`config.mk`:
```
export PLATFORM = sky130hd
export DESIGN_NAME = timer_counter
export DESIGN_NICKNAME = d
export VERILOG_FILES = /design/src/rtl/timer_counter_pkg.sv /design/src/rtl/timer_counter.sv
export SDC_FILE = /design/constraint.sdc
export NUM_CORES = 1
export LEC_CHECK = 0
export CAP_MARGIN = 10
export CORE_MARGIN = 2
export CORE_UTILIZATION = 43
export CTS_CLUSTER_SIZE = 24
export DETAILED_ROUTE_END_ITERATION = 12
export PLACE_DENSITY = 0.83
export SLEW_MARGIN = 10
export SYNTH_ARGS = -nofsm -noshare
export SYNTH_HDL_FRONTEND = slang
export SYNTH_SLANG_ARGS = --single-unit
export TNS_END_PERCENT = 1
```
`constraint.sdc`:
```
create_clock -name clk -period 7 [get_ports clk]
set_clock_uncertainty 0.2 [all_clocks]
set_input_delay 1.05 -clock clk [delete_from_list [all_inputs] [get_ports clk]]
set_output_delay 1.05 -clock clk [all_outputs]
set_load 0.03 [all_outputs]
```
`src/rtl/timer_counter_pkg.sv`:
```
// Shared definitions for the timer/counter: FSM encoding, register offsets,
// CTRL field layout and the byte-lane merge helper also used by the bus bridge.
package timer_counter_pkg;

  typedef enum logic [1:0] {
    ST_IDLE = 2'd0,
    ST_LOAD = 2'd1,
    ST_CNT  = 2'd2,
    ST_INT  = 2'd3
  } state_t;

  // Word offsets, i.e. addr[1:0] for byte offsets 0x0/0x4/0x8/0xC
  localparam logic [1:0] OFF_CTRL   = 2'd0;
  localparam logic [1:0] OFF_PRESET = 2'd1;
  localparam logic [1:0] OFF_COUNT  = 2'd2;
  localparam logic [1:0] OFF_RSVD   = 2'd3;

  localparam logic [1:0] MODE_ONESHOT = 2'b00;
  localparam logic [1:0] MODE_AUTO    = 2'b01;

  localparam int CTRL_EN_BIT   = 0;
  localparam int CTRL_MODE_LSB = 1;
  localparam int CTRL_MODE_MSB = 2;
  localparam int CTRL_IM_BIT   = 3;
  localparam int CTRL_W        = 4;

  function automatic logic [31:0] byte_merge(input logic [31:0] cur,
                                             input logic [31:0] wr,
                                             input logic [3:0]  be);
    logic [31:0] res;
    res = cur;
    for (int i = 0; i < 4; i++) begin
      if (be[i]) res[8*i +: 8] = wr[8*i +: 8];
    end
    return res;
  endfunction

endpackage

```
`src/rtl/timer_counter.sv`:
```
// Memory-mapped down-counting timer with one-shot and auto-reload modes and a
// maskable, registered interrupt request.
module timer_counter
  import timer_counter_pkg::*;
(
  input  logic        clk,
  input  logic        reset,
  input  logic        sel,
  input  logic [29:0] addr,
  input  logic [3:0]  byteen,
  input  logic [31:0] wdata,
  output logic [31:0] rdata,
  output logic        irq
);

  state_t              state_q, state_d;
  logic [CTRL_W-1:0]   ctrl_q, ctrl_d;
  logic [31:0]         preset_q, preset_d;
  logic [31:0]         count_q, count_d;
  logic                flag_q, flag_d;
  logic                irq_q;

  logic                wr_any, wr_ctrl, wr_preset;
  logic [31:0]         ctrl_merged;
  logic [1:0]          mode;
  logic                en, oneshot;
  logic                hw_en_clr, flag_set, flag_clr;
  logic                unused_bits;

  assign wr_any      = sel && (|byteen);
  assign wr_ctrl     = wr_any && (addr[1:0] == OFF_CTRL);
  assign wr_preset   = wr_any && (addr[1:0] == OFF_PRESET);
  assign ctrl_merged = byte_merge({{(32-CTRL_W){1'b0}}, ctrl_q}, wdata, byteen);

  assign en      = ctrl_q[CTRL_EN_BIT];
  assign mode    = ctrl_q[CTRL_MODE_MSB:CTRL_MODE_LSB];
  assign oneshot = (mode == MODE_ONESHOT) || mode[1];

  assign unused_bits = ^{addr[29:2], ctrl_merged[31:CTRL_W]};

  always_comb begin
    state_d   = state_q;
    count_d   = count_q;
    hw_en_clr = 1'b0;
    flag_set  = 1'b0;
    flag_clr  = 1'b0;
    unique case (state_q)
      ST_IDLE: begin
        if (en) state_d = ST_LOAD;
      end
      ST_LOAD: begin
        count_d = preset_q;
        state_d = ST_CNT;
      end
      ST_CNT: begin
        if (!en) begin
          state_d = ST_IDLE;
        end else if (count_q <= 32'd1) begin
          // PRESET=0 lands here too, so the counter never wraps
          count_d  = 32'd0;
          state_d  = ST_INT;
          flag_set = 1'b1;
        end else begin
          count_d = count_q - 32'd1;
        end
      end
      ST_INT: begin
        if (oneshot) begin
          hw_en_clr = 1'b1;
          state_d   = ST_IDLE;
        end else begin
          flag_clr = 1'b1;
          state_d  = ST_LOAD;
        end
      end
      default: state_d = ST_IDLE;
    endcase
  end

  // Software CTRL writes take priority over hardware EN clear and flag updates
  always_comb begin
    ctrl_d   = ctrl_q;
    preset_d = preset_q;
    flag_d   = flag_q;
    if (wr_ctrl) begin
      ctrl_d = ctrl_merged[CTRL_W-1:0];
    end else if (hw_en_clr) begin
      ctrl_d[CTRL_EN_BIT] = 1'b0;
    end
    if (wr_preset) preset_d = byte_merge(preset_q, wdata, byteen);
    if (wr_ctrl) begin
      flag_d = 1'b0;
    end else if (flag_set) begin
      flag_d = 1'b1;
    end else if (flag_clr) begin
      flag_d = 1'b0;
    end
  end

  always_ff @(posedge clk) begin
    if (reset) begin
      state_q  <= ST_IDLE;
      ctrl_q   <= '0;
      preset_q <= '0;
      count_q  <= '0;
      flag_q   <= 1'b0;
      irq_q    <= 1'b0;
    end else begin
      state_q  <= state_d;
      ctrl_q   <= ctrl_d;
      preset_q <= preset_d;
      count_q  <= count_d;
      flag_q   <= flag_d;
      irq_q    <= flag_d && ctrl_d[CTRL_IM_BIT];
    end
  end

  assign irq = irq_q;

  always_comb begin
    rdata = 32'd0;
    unique case (addr[1:0])
      OFF_CTRL:   rdata = {{(32-CTRL_W){1'b0}}, ctrl_q};
      OFF_PRESET: rdata = preset_q;
      OFF_COUNT:  rdata = count_q;
      OFF_RSVD:   rdata = 32'd0;
      default:    rdata = 32'd0;
    endcase
  end

endmodule

```
==> results_dict.tcl <==
set metrics [dict create \
    status "complete, no violations" \
    critPathKind "input pin to output pin" \
    antenna_found_initial 0 \
    routed_via_density 6.054 \
    fp.dieArea_sq_mm 0.01001 \
    slew-limit-headroom_pct 21.26 \
    final_nets 665 \
    dpl.cell_count 694 \
    slowest_delay_ps 670 \
    slew_viol_final 0 \
    worstPathCellList "clkdlybuf4s50_1, nor2b_2, buf_4, a22o_1, clkdlybuf4s50_1" \
    crit_slowest_cell "clkdlybuf4s50_1" \
    layout_commonest_cell "nand2_1" \
    floorplan.initialDensity_pct 43.57 \
    grt_max_degree 73 \
    place_congestion 0.8804 \
    dp_slack_ps 1914 \
    cp_common_cell "clkdlybuf4s50_1" \
    clk-insertion-delay-late_ps 360 \
    core_area_sq_mm 0.009109 \
    routed_wl_mm 11.53 \
    cts_buffer_depth 2 \
    synth_area_per_cell_sq_um 7.282 \
    htreeDepth 3 \
    grt_pass1_vias 3983 \
    die_h_microns 100.1 \
    arrival_ps 3610 \
    vias 4298 \
    drv_cap 0 \
    finalHoldViolCount 0 \
    start_kind "input pin" \
    worst_slack_ps 2141 \
    port_buffers 73 \
    rsz0062_at_grt "false" \
    cp_max_fo 25 \
    numClockSinks 72 \
    ys_seq_area_share_pct 36.32 \
    grt_use_total_pct 23.07 \
    wl_per_cell_microns 16.24 \
    grt_pass1_wl_mm 18.71 \
    synthCells 545 \
    max_freq_ghz 0.2058 \
    worst_pin_slew_ps 1178 \
    hpwl_mm 7.749 \
    required_ps 5750 \
    synth_ff_type "dfxtp_1" \
    final_util_pct 53.98 \
    drive_above_1_share_pct 5.008 \
    fin_cells 710 \
    fin_crit_sh_pct 69.41 \
    synth_area_sq_mm 0.003969 \
    leakage_uw 0.001690 \
    drtPass1Iterations 7 \
    ioPinCount 102 \
    drt_iter0_markers 365 \
    tns_ps 0 \
    cts_setup_buffers 0 \
    rows 35 \
    hold_path_class "flip-flop to flip-flop" \
    n_antenna_cell 0 \
    period_needed_ps 4859 \
    async_flop_share_pct 0 \
    syn2layout_area_growth_pct 23.90 \
    yosys_register_bits 72 \
    irDropWorstVdd_v 0.0001281 \
    cts_hold_buffers 0 \
    drcViolationCount 0 \
    final_cell_mix "nand2_1 (122), dfxtp_1 (72), clkdlybuf4s50_1 (72)" \
    ys_types 46 \
    gr-total-overflow 0 \
    synth_fp_nets 616 \
    power.density_mw_per_mm2 180.7 \
    cts_tree "done" \
    clkTransAtPathRegs_ps 80 \
    antenna_left 0 \
    die_x_microns 100.1 \
    cts_resized 0 \
    setup_viol 0 \
    setup.worst_path.end_class "output pin" \
    yosysWarnings 0 \
    cts_made_buffers 9 \
    synth_edf_count 0 \
    root_buffer "clkbuf_8" \
]
[Yosys cell counts, types with 4 or more instances]
cell type	n	area share [%]
nor4_1	9	1.4
nand3_1	19	2.4
a211oi_1	24	4.5
a22o_1	29	6.4
nand2b_1	5	0.79
dfxtp_1	72	36
mux2i_1	7	1.8
and3_1	8	1.3
a21oi_1	66	8.3
nor2_1	35	3.3
nand2_1	122	12
clkbuf_1	33	3.1
inv_1	6	0.57
o21a_1	6	1.1
o21ai_0	41	5.2
a221oi_1	4	0.88
nor3_1	10	1.3
nor2b_1	5	0.79
[where the power goes]
part,switching (uW),internal (uW)
clock network,163,183
registers,8.01,416
logic,68.6,50.4
total,239,649
[metal layers]
| layer | vias up | share of wire [%] | track usage [%] |
|---|---|---|---|
| met5 | - | 0 | 0 |
| met4 | 0 | 1.6 | 8.641 |
| met3 | 18 | 6.6 | 2.855 |
| met2 | 169 | 50 | 40.64 |
| met1 | 2051 | 42 | 28.87 |
| li1 | 2060 | - | - |
[sequential cells by signal, indices dropped and copies added (netlist names)]
signal,count
count_q,32
state_q,2
ctrl_q,4
preset_q,32
flag_q,1
irq,1
[kinds of logic (layout without fill, tap and decap cells)]
group / count (synthesis) / after routing / share of synthesized area [%]
compound gates: 182 / 182 / 29.16
xor+xnor: 3 / 3 / 0.6622
fa+ha+maj: 2 / 2 / 0.6304
buf+inv: 45 / 99 / 4.666
flops: 72 / 72 / 36.32
mux: 7 / 7 / 1.766
simple gates: 234 / 234 / 26.80
[through the flow]
step                      instance area, sq um  total power (uW)  hold WS, ps
after floorplan                           3969             503.2        245.9
after global placement                    4706             547.2        258.8
after detailed placement                  4706             550.2        264.3
after CTS                                 4912             886.8        275.9
after global routing                      4917             919.9        289.9
final                                     4917             888.5        274.2
[worst max-delay path: cells and delay by family]
kind            cells  cell delay [ps]
compound gates      1              220
simple gates        1              580
buf+inv             3             1730
[path summary, 6_finish.rpt]
kind                       end  slack (ps)  depth (start not counted)    startpoint
setup reg to reg   count_q[18]        3970                          8    count_q[0]
setup / recovery     rdata[18]        2140                          5       addr[0]
hold reg to reg   preset_q[19]         270                          2  preset_q[19]
hold / removal    preset_q[19]         270                          2  preset_q[19]
[layout make-up]
type                       count  area, sq um
clock inverter                 5        55.05
multi-input combinational    428         2352
sequential                    72         1441
tap                          111        138.9
clock buffer                  11        151.4
timing repair buffer          77        755.7
inverter                       6        22.52
fill                         876         4192
No activity file was read; power rests on OpenSTA's default activity.
